`config.mk`:
```
export PLATFORM = sky130hd
export DESIGN_NAME = uart_tx_fifo
export DESIGN_NICKNAME = d
export VERILOG_FILES = /design/src/rtl/uart_tx_fifo.sv
export SDC_FILE = /design/constraint.sdc
export NUM_CORES = 1
export LEC_CHECK = 0
export CORE_MARGIN = 2
export CORE_UTILIZATION = 50
export CTS_BUF_LIST = sky130_fd_sc_hd__clkbuf_8
export DETAILED_ROUTE_END_ITERATION = 6
export PLACE_DENSITY = 0.71
export SLEW_MARGIN = 20
export SYNTH_ARGS = -nofsm -noshare
export SYNTH_HDL_FRONTEND = slang
export SYNTH_SLANG_ARGS = --single-unit
```
`constraint.sdc`:
```
create_clock -name i_clk -period 11.6 [get_ports i_clk]
set_input_delay 3.48 -clock i_clk [delete_from_list [all_inputs] [get_ports i_clk]]
set_output_delay 3.48 -clock i_clk [all_outputs]
set_load 0.01 [all_outputs]
```
`src/rtl/uart_tx_fifo.sv`:
```
// +--------------------------------------------------------------------------+
// | uart_tx_fifo: FIFO-fed UART transmitter, configurable data/parity/stop.  |
// | Rev 1.0                                                                  |
// +--------------------------------------------------------------------------+
`default_nettype none

module uart_tx_fifo #(
  parameter int DATA_BITS  = 8,
  parameter int PARITY     = 0,
  parameter int STOP_BITS  = 1,
  parameter int DIV_W      = 16,
  parameter int FIFO_DEPTH = 4
) (
  input  logic                 i_clk,
  input  logic                 i_rst,
  input  logic [DIV_W-1:0]     i_div,
  input  logic [DATA_BITS-1:0] i_data,
  input  logic                 i_we,
  output logic                 o_full,
  output logic                 o_empty,
  output logic                 o_drop,
  output logic                 o_busy,
  output logic                 o_data
);

  localparam int PTR_W = $clog2(FIFO_DEPTH);
  localparam int CNT_W = 4;
  localparam logic [DIV_W-1:0] MIN_DIV = DIV_W'(2);

  typedef enum logic [2:0] {S_IDLE, S_START, S_DATA, S_PAR, S_STOP} state_t;

  logic [DATA_BITS-1:0] mem_q [FIFO_DEPTH];
  logic [PTR_W-1:0]     wr_ptr_q, wr_ptr_d, rd_ptr_q, rd_ptr_d;
  logic [PTR_W:0]       count_q, count_d;
  logic                 full_q, full_d, empty_q, empty_d, drop_q, drop_d;
  state_t               state_q, state_d;
  logic [DATA_BITS-1:0] shreg_q, shreg_d, head;
  logic                 par_q, par_d;
  logic [DIV_W-1:0]     div_q, div_d, tick_q, tick_d;
  logic [CNT_W-1:0]     bitcnt_q, bitcnt_d;
  logic                 busy_q, busy_d, txd_q, txd_d;
  logic                 push, pop, bit_end, last_stop;

  always_comb begin
    push      = i_we & ~full_q;
    bit_end   = (tick_q == div_q - DIV_W'(1));
    last_stop = (state_q == S_STOP) && bit_end && (bitcnt_q == CNT_W'(STOP_BITS - 1));
    pop       = ~empty_q & ((state_q == S_IDLE) | last_stop);
    head      = mem_q[rd_ptr_q];

    // Full is taken from the registered flag, so a same-cycle pop never rescues a write.
    wr_ptr_d = push ? wr_ptr_q + PTR_W'(1) : wr_ptr_q;
    rd_ptr_d = pop  ? rd_ptr_q + PTR_W'(1) : rd_ptr_q;
    count_d  = count_q + (PTR_W+1)'(push) - (PTR_W+1)'(pop);
    full_d   = (count_d == (PTR_W+1)'(FIFO_DEPTH));
    empty_d  = (count_d == '0);
    drop_d   = i_we & full_q;

    state_d  = state_q;
    shreg_d  = shreg_q;
    par_d    = par_q;
    div_d    = div_q;
    bitcnt_d = bitcnt_q;
    busy_d   = busy_q;
    txd_d    = txd_q;
    tick_d   = (state_q == S_IDLE || bit_end) ? '0 : tick_q + DIV_W'(1);

    if (bit_end) begin
      case (state_q)
        S_START: begin
          state_d  = S_DATA;
          txd_d    = shreg_q[0];
          bitcnt_d = '0;
        end
        S_DATA: begin
          if (bitcnt_q == CNT_W'(DATA_BITS - 1)) begin
            bitcnt_d = '0;
            if (PARITY != 0) begin
              state_d = S_PAR;
              txd_d   = par_q;
            end else begin
              state_d = S_STOP;
              txd_d   = 1'b1;
            end
          end else begin
            bitcnt_d = bitcnt_q + CNT_W'(1);
            shreg_d  = shreg_q >> 1;
            txd_d    = shreg_q[1];
          end
        end
        S_PAR: begin
          state_d = S_STOP;
          txd_d   = 1'b1;
        end
        S_STOP: begin
          if (last_stop) begin
            state_d = S_IDLE;
            txd_d   = 1'b1;
            busy_d  = 1'b0;
          end else begin
            bitcnt_d = bitcnt_q + CNT_W'(1);
          end
        end
        default: ;
      endcase
    end

    // A pop overrides the stop->idle return, giving back-to-back frames.
    if (pop) begin
      state_d  = S_START;
      txd_d    = 1'b0;
      busy_d   = 1'b1;
      shreg_d  = head;
      par_d    = (PARITY == 1) ? ~(^head) : ^head;
      div_d    = (i_div < MIN_DIV) ? MIN_DIV : i_div;
      tick_d   = '0;
      bitcnt_d = '0;
    end
  end

  always_ff @(posedge i_clk) begin
    if (push) mem_q[wr_ptr_q] <= i_data;
  end

  always_ff @(posedge i_clk or posedge i_rst) begin
    if (i_rst) begin
      wr_ptr_q <= '0;
      rd_ptr_q <= '0;
      count_q  <= '0;
      full_q   <= 1'b0;
      empty_q  <= 1'b1;
      drop_q   <= 1'b0;
      state_q  <= S_IDLE;
      shreg_q  <= '0;
      par_q    <= 1'b0;
      div_q    <= '0;
      tick_q   <= '0;
      bitcnt_q <= '0;
      busy_q   <= 1'b0;
      txd_q    <= 1'b1;
    end else begin
      wr_ptr_q <= wr_ptr_d;
      rd_ptr_q <= rd_ptr_d;
      count_q  <= count_d;
      full_q   <= full_d;
      empty_q  <= empty_d;
      drop_q   <= drop_d;
      state_q  <= state_d;
      shreg_q  <= shreg_d;
      par_q    <= par_d;
      div_q    <= div_d;
      tick_q   <= tick_d;
      bitcnt_q <= bitcnt_d;
      busy_q   <= busy_d;
      txd_q    <= txd_d;
    end
  end

  assign o_full  = full_q;
  assign o_empty = empty_q;
  assign o_drop  = drop_q;
  assign o_busy  = busy_q;
  assign o_data  = txd_q;

endmodule

`default_nettype wire

```
==> summary.md, run 1 <==
| Metric | Value |
|---|---|
| Outcome | `finished clean` |
| Num CTS Buffers | `9` |
| Hold Vio Cnt, Final | `0` |
| Power density over the cells | `209 nW/um2` |
| Delay-heaviest family, CP | `adder cells` |
| # diodes | `0` |
| DR WL/cell | `15.8 um` |
| Post-cts sizing count | `0` |
| Area leader, netlist | `dfrtp_1` |
| CP most frequent cell | `inv_1` |
| Synth Register Bits | `91` |
| Library cells used by synthesis | `53` |
| DRT iter0 DRCs | `just over 200` |
| WL final | `8320 um` |
| Worst R2R Setup Slack | `6.91 ns` |
| Clock Power Share | `20.6%` |
| Internal power | `around 0.68 mW` |
| Final ANT Viol Nets | `0` |
| Core area | `8680 um2` |
| Crit-path cells | `clkdlybuf4s50_1 -> nor2b_1 -> inv_1 -> ha_1 -> inv_1 -> ha_1 -> inv_1 -> fa_1 -> xnor2_1 -> xnor2_1 -> nor3b_1` |
| Max clock buf depth | `2` |
| Reg-to-Reg Start | `div_q[0]$_DFFE_PP0N_` |
| Sequential area share after synthesis | `a little over half` |
| Kind of critical path | `in -> reg` |
| Worst-path clk slew | `0.09 ns` |
| Io pins | `32` |
| Sink Count | `91` |
| Final core occ | `~60%` |
| Synth Warn # | `0` |
| Worst R2R Path Depth | `17` |
| Antenna violations before repair | `0` |
| Grt total ovfl | `0` |
| Syn nets | `around 420` |
| Largest net degree at the start of global routing | `60` |
| Vias in the first global route | `2734` |
| Via count | `2938` |
| Count of final setup violators | `0` |
| Hold worst-path end | `count_q[2]$_DFF_PP0_` |
| Post-Synthesis Cells | `381` |
| Max_cap viols | `0` |
| Slew @ Worst Pin | `0.856 ns` |
| Hold Buf Count CTS | `0` |
| Storage element area | `between 2000 and 2500 um2` |
| Switching pwr | `approximately 0.38 mW` |
| Hold Crit Depth | `1` |
| CP arrival | `5.88 ns` |
| Post-route cell area | `5090 um2` |
| Final GP Congestion | `0.824` |
| DP HPWL | `approximately 5900 um` |
| Critical path's slowest cell | `clkdlybuf4s50_1` |
| Asr flop ratio synth | `64.8%` |
| Flop pwr share | `49.1%` |
| Skew-Pair Late Insertion Delay | `0.37 ns` |
| Die H | `98.4 um` |
| RR Endpoint | `o_full$_DFF_PP0_` |
| Synth top area share | `32.0%` |
| Max-slew violations | `0` |
| Peak supply drop | `0.104 mV` |
| Top FF cell, synth | `dfrtp_1` |
| RSZ-0062 raised after global routing | `no` |
| Sw Ratio | `36.2%` |
| Min cycle time layout | `5.59 ns` |
| WP data required | `around 12 ns` |
| EDFF count, synth | `32` |
| Clock Skew | `0.0107 ns` |
| Die X | `98.4 um` |
| Synth top area cells | `dfrtp_1, edfxtp_1, mux4_2` |
| Mapped cell area | `4460 um2` |
| Comb pwr share | `30.3%` |
| Residual DRC count | `0` |
| Clock H-tree levels | `3` |
| Via density | `5.57` |
| Setup crit start kind | `primary input` |
| P_leak | `between 2 and 2.5 nW` |
| Worst path max stage delay | `0.46 ns` |
| Max FO, Critical Path | `8` |
| Die area | `slightly below 10000 um2` |
| Buffers on Ports | `31` |
| Row count | `34` |
| Share of cells above drive strength 1 | `approximately an eighth` |
| Starting Density | `51.4%` |
| Setup_tns | `0 ns` |
| Global-route wire length before repair | `around 14000 um` |
| FILL cells | `753` |
| Multi-input gate area | `1900 um2` |
| FMAX | `179 MHz` |
| Root buffer cell | `clkbuf_8` |
| Worst Min Path Start | `count_q[2]$_DFF_PP0_` |
| Avg Cell Area, Syn | `11.7 um2` |
| Drt first pass iters | `4` |
| GRT Util Overall | `18.1%` |
| CTS tree | `done` |
| CP Capture Type | `flip-flop` |
| Headroom to the max-slew limit | `41.4%` |
| Nets | `452` |
| Worst Hold Class | `reg -> reg` |
| Postcts setup bufs | `0` |
| P&R area growth vs syn | `14.1%` |
| Final worst-path cycle share | `48.2%` |
| CP bufs+invs | `4` |
| Post-DP Area | `4890 um2` |
[power by group through the flow]
| stage | Combinational (mW) | Sequential (mW) | Clock, mW |
|---|---|---|---|
| 2_1_floorplan | 0.273 | 0.488 | 0 |
| 3_3_place_gp | 0.311 | 0.523 | 0 |
| 3_5_place_dp | 0.324 | 0.527 | 0 |
| 4_1_cts | 0.325 | 0.521 | 0.222 |
| 5_1_grt | 0.362 | 0.535 | 0.237 |
| 6_report | 0.322 | 0.521 | 0.218 |
[flip-flops by register name, summed over array words and instances (netlist names)]
register / cells
mem_q: 32
div_q: 16
tick_q: 16
shreg_q: 8
bitcnt_q: 4
count_q: 3
state_q: 3
rd_ptr_q: 2
wr_ptr_q: 2
o_busy: 1
o_data: 1
o_drop: 1
o_empty: 1
o_full: 1
[worst reg2reg max path, delay by kind of cell (launching register included)]
| kind | cells | cell delay (ns) |
|---|---|---|
| fa+ha+maj | 4 | 1.00 |
| flops | 1 | 0.43 |
| simple gates | 3 | 1.21 |
| compound gates | 4 | 1.18 |
| xor+xnor | 2 | 0.36 |
| buf+inv | 4 | 0.42 |
[cells in the mapped netlist (3+ instances only)]
| cell type | instances |
|---|---|
| nand2_1 | 20 |
| xor2_1 | 18 |
| edfxtp_1 | 32 |
| inv_1 | 21 |
| mux2i_1 | 5 |
| a21oi_1 | 13 |
| o21ai_0 | 12 |
| nor2b_1 | 3 |
| mux2_1 | 3 |
| and3_1 | 6 |
| nor3b_1 | 4 |
| nand3_1 | 18 |
| a31oi_1 | 4 |
| mux4_2 | 8 |
| and2_1 | 6 |
| xnor2_1 | 20 |
| ha_1 | 10 |
| nand4_1 | 4 |
| nor4_1 | 7 |
| mux2_2 | 12 |
| o31ai_1 | 3 |
| nand2b_1 | 5 |
| nor3_1 | 10 |
| nor2_1 | 35 |
| or4_1 | 3 |
| dfrtp_1 | 57 |
| clkbuf_1 | 10 |
[stage by stage]
stage	hold slack [ns]	setup WS (ns)	instances	power (mW)
detailed placement	0.477	5.56	511	0.851
finish	0.500	6.01	527	1.06
floorplan	0.455	6.30	381	0.760
CTS	0.495	5.99	527	1.07
global route	0.535	5.80	527	1.13
global placement	0.475	5.72	511	0.835
[cells in the final DEF (no fill, tap or decap), types with 12 or more instances in the layout]
master           Yosys  layout
a21oi_1             13      12
clkdlybuf4s50_1      0      31
dfrtp_1             57      57
edfxtp_1            32      32
inv_1               21      20
mux2_2              12      12
nand2_1             20      20
nand3_1             18      18
nor2_1              35      35
o21ai_0             12      12
xnor2_1             20      20
xor2_1              18      18
[per-layer routing]
| layer | share of wire [%] | track usage, % |
|---|---|---|
| met1 | 50 | 27.0 |
| met4 | 1.7 | 6.32 |
| met2 | 45 | 25.9 |
| met5 | 0 | 0 |
| met3 | 3.7 | 4.68 |
[logic make-up (layout without fill, tap and decap cells)]
logic type	Yosys count	in the layout	synth area share, %
simple gates	136	136	16.5
mux	28	28	8.95
flops	91	91	54.7
compound gates	44	44	6.29
buf+inv	33	71	2.83
xor+xnor	38	38	7.47
fa+ha+maj	11	11	3.26
[worst max path at each step]
stage | slack, ns | endpoint | start | depth (start not counted)
after floorplan | 6.30 | o_full$_DFF_PP0_ | i_we | 11
after detailed placement | 5.56 | o_full$_DFF_PP0_ | i_we | 11
after global placement | 5.72 | o_full$_DFF_PP0_ | i_we | 11
after CTS | 5.99 | o_full$_DFF_PP0_ | i_we | 11
final | 6.01 | o_full$_DFF_PP0_ | i_we | 11
after global routing | 5.80 | o_full$_DFF_PP0_ | i_we | 11
[final cells by class]
cell class	instances	area share, %
sequential	91	48.0
multi-input combinational	257	37.4
timing repair buffer	34	6.54
tap	108	2.66
clock buffer	9	2.43
inverter	21	1.55
clock inverter	7	1.45
Note: power is estimated with default switching activity, not from simulation.
==> run 2: changes to the inputs <==
==> constraint.sdc (replaced) <==
create_clock -name i_clk -period 5.4 [get_ports i_clk]
set_input_delay 1.62 -clock i_clk [delete_from_list [all_inputs] [get_ports i_clk]]
set_output_delay 1.62 -clock i_clk [all_outputs]
set_load 0.01 [all_outputs]
==> summary.md, run 2 (same netlist as run 1, synthesis figures left out) <==
| Metric | Value |
|---|---|
| Outcome | `finished clean (unchanged)` |
| Comb pwr share | `30.7% (was 30.3%)` |
| Vias in the first global route | `2968 (was 2734)` |
| FMAX | `223 MHz` |
| CP Capture Type | `flip-flop (unchanged)` |
| Largest net degree at the start of global routing | `40 (was 60)` |
| Max-slew violations | `0 (unchanged)` |
| RSZ-0062 raised after global routing | `no (unchanged)` |
| Sink Count | `91 (unchanged)` |
| Most frequent cells in the layout | `dfrtp_1, nor2_1, edfxtp_1 (unchanged)` |
| Kind of critical path | `reg -> reg (was in -> reg)` |
| Die X | `98.4 um (unchanged)` |
| Via density | `5.53 (was 5.57)` |
| Residual DRC count | `0 (unchanged)` |
| Slew @ Worst Pin | `0.809 ns (was 0.856 ns)` |
| Worst Hold Class | `reg -> reg (unchanged)` |
| Post-route cell area | `5090 um2 (about the same)` |
| Setup crit start kind | `flip-flop (was primary input)` |
| WL final | `8410 um (was 8320 um)` |
| Peak supply drop | `0.202 mV (was 0.104 mV)` |
| DR WL/cell | `16.0 um (was 15.8 um)` |
| Biggest register | `mem_q (unchanged)` |
| Starting Density | `51.4% (unchanged)` |
| Flop pwr share | `49.2% (was 49.1%)` |
| Biggest regs | `mem_q x32, div_q x16, tick_q x16 (unchanged)` |
| DRT iter0 DRCs | `168 (was 202)` |
| CP arrival | `4.77 ns (was 5.88 ns)` |
| Internal power | `1.45 mW (was 0.678 mW)` |
| DP HPWL | `6080 um (was 5870 um)` |
| Hold Buf Count CTS | `0 (unchanged)` |
| CTS tree | `done (unchanged)` |
| # diodes | `0 (unchanged)` |
| Root buffer cell | `clkbuf_8 (unchanged)` |
| Sw Ratio | `35.9% (was 36.2%)` |
| Crit path from | `div_q[0]$_DFFE_PP0N_ (was i_we)` |
| Global-route wire length before repair | `14500 um (was 13700 um)` |
| Hold Vio Cnt, Final | `0 (unchanged)` |
| Clock H-tree levels | `3 (unchanged)` |
| GRT Util Overall | `18.6% (was 18.1%)` |
| Min cycle time layout | `4.49 ns` |
| Switching pwr | `0.815 mW (was 0.384 mW)` |
| Antenna violations before repair | `0 (unchanged)` |
| Postcts setup bufs | `0 (unchanged)` |
| Final GP Congestion | `0.812 (was 0.824)` |
| Row count | `34 (unchanged)` |
| Die area | `9690 um2 (unchanged)` |
| P_leak | `2.05 nW (about the same)` |
| Die H | `98.4 um (unchanged)` |
| Setup_tns | `0 ns (unchanged)` |
| Power density over the cells | `446 nW/um2 (was 209 nW/um2)` |
| Share of cells above drive strength 1 | `12.6% (unchanged)` |
| Io pins | `32 (unchanged)` |
| Skew-Pair Late Insertion Delay | `0.36 ns (was 0.37 ns)` |
| Number of flip-flops under the largest register name | `32 (unchanged)` |
| Core area | `8680 um2 (unchanged)` |
| Reg-to-Reg Start | `div_q[0]$_DFFE_PP0N_ (unchanged)` |
| Num CTS Buffers | `9 (unchanged)` |
| Buffers on Ports | `31 (unchanged)` |
| WP data required | `5.68 ns (was 11.89 ns)` |
| Clock Skew | `0.00810 ns (was 0.0107 ns)` |
| Worst-path clk slew | `0.10 ns (was 0.09 ns)` |
| Grt total ovfl | `0 (unchanged)` |
| Max_cap viols | `0 (unchanged)` |
| Nets | `452 (unchanged)` |
| Post-cts sizing count | `0 (unchanged)` |
| Count of final setup violators | `0 (unchanged)` |
| Commonest non-fill, non-tap cell in the layout | `dfrtp_1 (unchanged)` |
| Via count | `2915 (was 2938)` |
| Max FO, Critical Path | `5 (was 8)` |
| Post-DP Area | `4890 um2 (unchanged)` |
| Final worst-path cycle share | `a little over four fifths` |
| P&R area growth vs syn | `14.2% (was 14.1%)` |
| Max clock buf depth | `2 (unchanged)` |
| Headroom to the max-slew limit | `44.7% (was 41.4%)` |
| Final ANT Viol Nets | `0 (unchanged)` |
| Clock Power Share | `20.1% (was 20.6%)` |
| Worst Min Path Start | `count_q[2]$_DFF_PP0_ (unchanged)` |
| Drt first pass iters | `4 (unchanged)` |
## run 2: changes by cell type in the layout (fill, tap and decap cells not counted), sizes merged
cell | previous run | this run
clkinv | 1 | 3
inv | 27 | 25
## run 2: final cells by class
| class | instances | area, um2 |
|---|---|---|
| clock buffers | 9 | 124 |
| fillers | 729 | 3590 |
| well taps | 108 | 135 |
| multi-input cells | 257 | 1900 |
| flip-flops and latches | 91 | 2440 |
| inverters | 21 | 78.8 |
| clock inverters | 7 | 76.3 |
| repair buffers | 34 | 333 |
## run 2: final timing paths
path | end | slack [ns] | cells past startpoint
setup reg to reg | o_full$_DFF_PP0_ | 0.91 | 17
hold reg to reg | count_q[2]$_DFF_PP0_ | 0.51 | 1
hold / removal | count_q[2]$_DFF_PP0_ | 0.51 | 1
setup / recovery | o_full$_DFF_PP0_ | 0.91 | 17
min in group asynchronous | tick_q[2]$_DFF_PP0_ | 1.66 | 2
max in group asynchronous | o_data$_DFFE_PP1P_ | 2.86 | 3
## run 2: layer usage
layer  global-route usage, %  part of all wire [%]
met3                    3.05                   3.2
met2                    29.7                    47
met1                    26.8                    49
met4                    5.27                   1.2
met5                       0                     0
## run 2: power by group through the flow
| stage | logic [mW] | clock network (mW) | registers, mW |
|---|---|---|---|
| after CTS | 0.704 | 0.469 | 1.12 |
| after detailed placement | 0.699 | 0 | 1.13 |
| after global routing | 0.788 | 0.495 | 1.15 |
| after floorplan | 0.586 | 0 | 1.05 |
| final | 0.697 | 0.456 | 1.12 |
| after global placement | 0.672 | 0 | 1.12 |
## run 2: metrics by stage
stage	hold WS (ns)	util (%)	setup WS (ns)	power (mW)	cells
final	0.514	58.7	0.907	2.27	527
after global routing	0.542	58.7	0.645	2.44	527
after CTS	0.518	58.7	0.868	2.29	527
after detailed placement	0.495	56.3	0.900	1.83	511
after global placement	0.474	56.3	1.08	1.79	511
after floorplan	0.455	-	1.38	1.63	381
## run 2: worst max-delay path, stage by stage, from the launching register on
cell and delay [ns]:
dfrtp_1 0.43, inv_1 0.07, ha_1 0.21, or4b_4 0.51, or4_1 0.49, o32ai_1 0.14, a31oi_1 0.11, a2111oi_0 0.76
a21oi_4 0.11, inv_1 0.17, ha_1 0.25, inv_1 0.05, ha_1 0.12, inv_1 0.04, fa_1 0.37, xnor2_1 0.15
xnor2_1 0.23, nor3b_1 0.21
